$ cat config.mk
export PLATFORM = sky130hd
export DESIGN_NAME = div
export DESIGN_NICKNAME = d
export VERILOG_FILES = /design/src/rtl/div.sv
export SDC_FILE = /design/constraint.sdc
export NUM_CORES = 1
export LEC_CHECK = 0
export CAP_MARGIN = 20
export CORE_ASPECT_RATIO = 1.25
export CORE_MARGIN = 10
export CORE_UTILIZATION = 40
export CTS_BUF_LIST = sky130_fd_sc_hd__clkbuf_16
export CTS_CLUSTER_DIAMETER = 60
export DETAILED_ROUTE_END_ITERATION = 12
export PLACE_DENSITY = 0.56
export SLEW_MARGIN = 5
export SYNTH_ARGS = -nofsm -noshare
export SYNTH_HDL_FRONTEND = slang
export SYNTH_SLANG_ARGS = --single-unit
$ cat constraint.sdc
create_clock -name clk -period 5.8 [get_ports clk]
set_clock_uncertainty 0.05 [all_clocks]
set_input_delay 1.45 -clock clk [delete_from_list [all_inputs] [get_ports clk]]
set_output_delay 1.45 -clock clk [all_outputs]
set_load 0.05 [all_outputs]
$ cat src/rtl/div.sv
// Multi-cycle 32-bit integer divider for the EX stage (DIV / DIVU).
// Restoring radix-2 algorithm: one quotient bit per clock, 32 steps.
// The result is {remainder, quotient}, which EX writes to {HI, LO}.
//
// Handshake: EX raises start_i and holds it high until it sees success_o.
// success_o stays high, with result_o stable, for as long as start_i stays high.
// Dropping start_i before the result is ready abandons the operation.
// cancel_i (pipeline flush) aborts unconditionally and has priority over start_i.
module div (
  input  logic        clk,
  input  logic        rst,
  input  logic        signed_i,
  input  logic [31:0] dividend_i,
  input  logic [31:0] divider_i,
  input  logic        start_i,
  input  logic        cancel_i,
  output logic [63:0] result_o,
  output logic        success_o
);

  typedef enum logic [1:0] {
    IDLE    = 2'd0,
    DIVZERO = 2'd1,
    ON      = 2'd2,
    DONE    = 2'd3
  } state_t;

  state_t      state;
  state_t      state_next;

  logic [5:0]  cnt;       // completed iteration count
  logic [64:0] work;      // {partial remainder[32:0], dividend bits still to shift in}
  logic [31:0] divisor;   // absolute value of the divisor
  logic        sign_dvd;  // dividend was negative (signed mode only)
  logic        sign_dvr;  // divisor was negative (signed mode only)

  logic        accept;
  logic        step;
  logic [31:0] dvd_abs;
  logic [31:0] dvr_abs;
  logic [33:0] trial;
  logic [64:0] work_step;
  logic [31:0] q_raw;
  logic [31:0] r_raw;
  logic [31:0] q_fix;
  logic [31:0] r_fix;
  logic [31:0] dvd_orig;

  // Next-state logic; a flush wins over everything else.
  always_comb begin
    state_next = state;
    if (cancel_i) begin
      state_next = IDLE;
    end else begin
      case (state)
        IDLE:    if (start_i) state_next = (divider_i == 32'd0) ? DIVZERO : ON;
        DIVZERO: state_next = start_i ? DONE : IDLE;
        ON: begin
          if (!start_i)          state_next = IDLE;
          else if (cnt == 6'd31) state_next = DONE;
        end
        DONE:    if (!start_i) state_next = IDLE;
        default: state_next = IDLE;
      endcase
    end
  end

  // Operand conditioning, one restoring step, and the sign fix-up of the result.
  always_comb begin
    accept   = (state == IDLE) && start_i && !cancel_i;
    step     = (state == ON) && start_i && !cancel_i;
    dvd_abs  = (signed_i && dividend_i[31]) ? -dividend_i : dividend_i;
    dvr_abs  = (signed_i && divider_i[31])  ? -divider_i  : divider_i;
    // Trial subtraction: {remainder, next dividend bit} minus the divisor.
    // Bit 33 is the borrow; when it is set the remainder is restored.
    trial    = {work[64:32], work[31]} - {2'b00, divisor};
    if (!trial[33]) work_step = {trial[32:0], work[30:0], 1'b1};
    else            work_step = {work[63:0], 1'b0};
    q_raw    = work_step[31:0];
    r_raw    = work_step[63:32];
    // Modulo-2^32 negation also yields 0x80000000 / -1 = 0x80000000, remainder 0.
    q_fix    = (sign_dvd ^ sign_dvr) ? -q_raw : q_raw;
    r_fix    = sign_dvd ? -r_raw : r_raw;
    // The dividend is held as an absolute value; rebuild the original for divide-by-zero.
    dvd_orig = sign_dvd ? -work[31:0] : work[31:0];
  end

  // State register.
  always_ff @(posedge clk or negedge rst) begin
    if (!rst) state <= IDLE;
    else      state <= state_next;
  end

  // Datapath and registered outputs.
  always_ff @(posedge clk or negedge rst) begin
    if (!rst) begin
      cnt       <= 6'd0;
      work      <= 65'd0;
      divisor   <= 32'd0;
      sign_dvd  <= 1'b0;
      sign_dvr  <= 1'b0;
      result_o  <= 64'h0;
      success_o <= 1'b0;
    end else begin
      if (accept) begin
        sign_dvd <= signed_i && dividend_i[31];
        sign_dvr <= signed_i && divider_i[31];
        divisor  <= dvr_abs;
        work     <= {33'd0, dvd_abs};
        cnt      <= 6'd0;
      end else if (step) begin
        work <= work_step;
        cnt  <= cnt + 6'd1;
      end
      if ((state == ON) && (state_next == DONE)) begin
        result_o <= {r_fix, q_fix};
      end else if ((state == DIVZERO) && (state_next == DONE)) begin
        result_o <= {dvd_orig, 32'hFFFF_FFFF};
      end
      success_o <= (state_next == DONE);
    end
  end

endmodule

## Yosys cells after proc, flatten, opt, wreduce, memory -nomap -nowiden

Cells that the tools add are included.

- Flip-flop bits (word level): 172
- Word-level logic and storage cells: 54

- $add $sub $neg: 7
- Eq/ne operators: 5
- Mux-type cells: 20
- Bitwise logic cells: 1
- Reductions and logical operators: 13

Operator list:

| kind | count |
|---|---|
| two-way mux 65 bit | 3 |
| two-way mux 32 bit | 5 |
| negator 32 bit | 5 |
| two-way mux 64 bit | 2 |
| subtractor 34 x 32 -> 34 bit | 1 |
| logical NOT 32 bit | 1 |
| two-way mux 2 bit | 7 |
| two-way mux 6 bit | 2 |
| logical AND 1 bit | 8 |
| case mux 2 bit (4 select lines) | 1 |
| adder 6 x 1 -> 6 bit, second input constant | 1 |
| == test 2 bit, second input constant | 3 |
| == test 6 x 5 -> 1 bit, second input constant | 1 |
| nonzero test 2 bit | 2 |
| == test 2 x 1 -> 1 bit, second input constant | 1 |
| logical NOT 2 bit | 1 |
| logical NOT 1 bit | 1 |
| XOR 1 bit | 1 |

## Depth between registers and ports, before layout

- Depth in word-level cells: 9
- Mapped depth: 23
- Gate-level depth less buffers: 19

## Worst setup path after synthesis

OpenSTA, ideal clock, no wires.

- Kind: register to register
- From: register work[31]
- To: register result_o[24]
- Setup time: 0.137 ns
- Data arrival time: 4.174 ns
- Required time: 5.613 ns
- Path slack: 1.439 ns
- Cell stages (with the launch flop): 24
- Path buffers: 4
- Clock period less this slack: 4.361 ns
- Cells stage by stage: dfrtp_1 > clkbuf_1 > inv_1 > ha_1 > nor2b_1 > o21a_1 > o211ai_1 > a21o_1 > a2111oi_4 > o21a_2 > nor2_8 > inv_4 > buf_6 > buf_2 > buf_2 > ha_1 > nand2_1 > nor3_1 > nand3_1 > nand2_1 > o21ai_0 > a21oi_1 > xor2_1 > a21oi_1

- Longest elaborated chain between the ends: 5

RTL lines:

| item | line | text |
|---|---|---|
| start: declaration | 32 | `logic [64:0] work;` |
| start signal: assignment | 109 | `work <= {33'd0, dvd_abs};` |
| start signal: assignment | 112 | `work <= work_step;` |
| subtractor 34 x 32 -> 34 bit | 76 | `trial = {work[64:32], work[31]} - {2'b00, divisor};` |
| two-way mux 65 bit | 77 | `if (!trial[33]) work_step = {trial[32:0], work[30:0], 1'b1};` |
| negator 32 bit | 82 | `q_fix = (sign_dvd ^ sign_dvr) ? -q_raw : q_raw;` |
| two-way mux 32 bit | 82 |  |
| two-way mux 64 bit | 115 | `if ((state == ON) && (state_next == DONE)) begin` |
| end signal: assignment | 116 | `result_o <= {r_fix, q_fix};` |
| end signal: assignment | 118 | `result_o <= {dvd_orig, 32'hFFFF_FFFF};` |
| end: declaration | 17 | `output logic [63:0] result_o,` |

Every way passes these cells.
A chain may end at the register's enable or synchronous reset.

## Final worst setup path

- From: register work[32]
- To: register result_o[54]

- Longest elaborated chain between the ends: 5

RTL lines:

| item | line | text |
|---|---|---|
| subtractor 34 x 32 -> 34 bit | 76 |  |
| two-way mux 65 bit (*) | 77 |  |
| negator 32 bit | 83 | `r_fix = sign_dvd ? -r_raw : r_raw;` |
| two-way mux 32 bit (*) | 83 |  |
| two-way mux 64 bit (*) | 115 |  |

Every way passes the cells marked *; elsewhere a longest branch is shown, timed or not.

==> impl_metrics.py <==
metrics = {
    "layout": {
        "drive_above_1_share_pct": 5.62,
        "final_util_pct": 47.7,
        "syn_to_final_growth_pct": 17.6,
        "nNetsFinal": 1821,
        "diodes": 0,
        "fill_cells": 3222,
    },
    "grt": {
        "grt_overflow": 0,
        "antenna_found_initial": 0,
        "grt_pass1_wl_mm": 67.6,
        "grt_start_max_net_pins": 104,
        "grt_usage_pct": 20.7,
        "grt_pass1_vias": 12206,
    },
    "die": {
        "die_h_um": 221,
        "rows": 73,
        "core_mm2": 0.0319,
        "die-area_mm2": 0.0399,
        "dieWidth_um": 181,
        "io_pins": 134,
        "start_util_pct": 40.5,
    },
    "clocking": {
        "cts_resized": 0,
        "hold_buffers": 0,
        "cts_setup_buffers": 0,
        "cts.clk_slew.worst_paths_ns": 0.07,
        "root_buffer": "clkbuf_16",
        "clkLatencyLatePin_ns": 0.45,
        "cts_buffer_depth": 2,
        "cts.sinks": 172,
        "cts_tree": "built",
        "h-tree-depth": 4,
        "numCtsBuffers": 17,
    },
    "yosys": {
        "syn-num-nets": 1749,
        "ys_seq_elements": 172,
        "synthArstFlopShare_pct": 100,
        "synth_edf_count": 0,
        "synth-main-ff-cell": "dfrtp_1",
        "syn_inst": 1641,
        "synthDistinctLibCells": 85,
        "yosysWarnings": 0,
        "synth.largest_area_cell": "dfrtp_1",
        "ys_seq_area_share_pct": 33.3,
        "synth_area_mm2": 0.0129,
        "synth_area_per_cell_um2": 7.87,
        "synthTopCellsByArea": "dfrtp_1, o21ai_0, a21oi_1, nand2_1, xnor2_1",
        "synth_top_area_share_pct": 33.3,
    },
    "worst_setup_path": {
        "crit_path_start_kind": "flip-flop",
        "cp_slowest_cell": "dfrtp_1",
        "cp_top_family": "compound AO/OA/AOI/OAI gates",
        "worstPathRequired_ns": 6.08,
        "reg2reg_slack_ns": 1.08,
        "cp.arrival_ns": 5.00,
        "endpoint_kind": "flip-flop",
        "worstPathMaxFanout": 11,
        "critPathMaxStageDelay_ns": 0.51,
        "path_cells": "ha_1, nor2b_1, o21a_1, o211ai_1, a21o_1, a2111oi_4, o21a_2, nor2_8, inv_4, mux2i_1, ha_1, o221ai_1, o41ai_2, buf_4, o21ai_1, xor2_1, o21ai_1",
        "path_buf_inv": 2,
        "crit_type": "flip-flop to flip-flop",
    },
    "sta": {
        "finalSetupViolations": 0,
        "fin_setup_tns_ns": 0,
        "rsz0062_at_grt": "no",
        "fin_crit_ns": 4.72,
        "final.period_utilization_pct": 81.3,
        "final-hold-violation-count": 0,
        "whs_ns": 0.434,
        "slew_viol_final": 0,
        "timing.fmax_ghz": 0.212,
        "max_slew.worst_pin.slew_ns": 1.02,
        "relSlewSlack_pct": 31.7,
    },
    "placement": {
        "hpwlAfterDp_mm": 32.8,
        "gp_congestion": 0.931,
        "port_buffers": 133,
    },
    "run_status": {
        "status": "finished, final reports clean",
    },
    "hold_path": {
        "min_path_type": "flip-flop to flip-flop",
    },
    "pwr": {
        "p_leak_nw": 6.40,
        "ir_drop_mv": 0.226,
        "power.density_mw_per_mm2": 314,
    },
    "route": {
        "vias": 11986,
        "via_per_inst": 5.61,
        "post_drt_wl_per_cell_um": 19.8,
        "drcViolationCount": 0,
        "drt-total-wl_mm": 42.3,
        "firstDrtPassIters": 8,
        "drtAntennaViolNets": 0,
        "drt_iter0_drc": 851,
    },
    "run": {
        "maxCapViolCount": 0,
    },
}
## worst paths after layout
check / startpoint / endpoint / cells after the start
hold reg to reg: divisor[24] / divisor[24] / 2
max in group asynchronous: rst / work[50] / 2
setup / recovery: work[32] / result_o[54] / 17
setup reg to reg: work[32] / result_o[54] / 17
min in group asynchronous: rst / cnt[0] / 1
hold / removal: divisor[24] / divisor[24] / 2
## cell usage after synthesis (12+ instances only)
library cell and n:
mux2i_1 24, ha_1 38, a22oi_1 15, a31oi_1 18
nand2_1 218, a21oi_1 168, or4_1 13, or3_1 21
dfrtp_1 172, nand2b_1 12, o31ai_1 19, nor4_1 23
o21ai_0 182, clkbuf_1 84, inv_1 57, nor2_1 151
xnor2_1 87, nor3_1 32, nand3_1 23, o21ai_1 17
xor2_1 82
## through the flow
step | power, mW | instance area (um2) | std cells | worst slack, ns
2_1_floorplan | 2.89 | 12900 | 1641 | 1.44
3_3_place_gp | 3.47 | 14500 | 2106 | 0.902
3_5_place_dp | 3.48 | 14500 | 2106 | 0.856
4_1_cts | 4.79 | 15200 | 2138 | 1.13
5_1_grt | 5.06 | 15200 | 2138 | 0.786
6_report | 4.78 | 15200 | 2138 | 1.08
## tightest hold or removal path, stage by stage (launching register included)
cell,delay (ns)
dfrtp_1,0.34
nand2_1,0.05
o21ai_0,0.06
## state kept, by name (all words and copies together), names as in the netlist
signal	flops
result_o	64
state	2
sign_dvd	1
cnt	6
success_o	1
work	65
sign_dvr	1
divisor	32
## metal layers
metal	up-vias	part of all wire, %	track usage (%)
met2	342	51	36.8
li1	5933	-	-
met1	5648	42	24.6
met4	0	3.1	8.00
met3	63	4.1	2.64
met5	-	0	0
## placed cells by master (no fill, tap or decap), types with 5 or more instances in the layout
| cell type | count |
|---|---|
| a211oi_1 | 6 |
| a21o_1 | 9 |
| a21oi_1 | 168 |
| a22o_1 | 6 |
| a22oi_1 | 15 |
| a31oi_1 | 18 |
| and2_1 | 10 |
| and3_1 | 6 |
| buf_4 | 27 |
| clkbuf_16 | 17 |
| clkdlybuf4s50_1 | 132 |
| dfrtp_1 | 171 |
| ha_1 | 38 |
| inv_1 | 57 |
| mux2i_1 | 24 |
| nand2_1 | 218 |
| nand2b_1 | 11 |
| nand3_1 | 23 |
| nand3b_1 | 5 |
| nand4_1 | 7 |
| nor2_1 | 150 |
| nor2b_1 | 7 |
| nor3_1 | 32 |
| nor4_1 | 23 |
| o2111ai_1 | 5 |
| o211ai_1 | 5 |
| o21a_1 | 10 |
| o21ai_0 | 182 |
| o21ai_1 | 17 |
| o31ai_1 | 19 |
| o41ai_2 | 5 |
| or3_1 | 21 |
| or4_1 | 13 |
| xnor2_1 | 87 |
| xor2_1 | 82 |
## where the power goes
part	leakage [nW]	switching (mW)	internal, mW
Clock	0.317	0.555	0.740
Combinational	3.79	1.24	0.774
Sequential	2.30	0.173	1.29
## layout make-up
type | count | area [um2] | share of cell area (%)
clock inverter | 15 | 225 | 1.48
multi-input combinational | 1302 | 7950 | 52.3
timing repair buffer | 161 | 1560 | 10.2
clock buffer | 17 | 425 | 2.80
sequential | 172 | 4310 | 28.3
tap | 412 | 515 | 3.39
inverter | 59 | 224 | 1.47
## cells by family after synthesis
kind of cell               after synthesis  synth area share, %
DFF                                    172                 33.3
muxes                                   29                 2.34
adders and majority gates               39                 3.83
AOI/OAI and AO/OA                      515                 24.0
and+or+nand+nor                        550                 19.8
buffers and inverters                  167                 5.27
xor gates and xnor gates               169                 11.5
No activity file was read; power rests on OpenSTA's default activity.
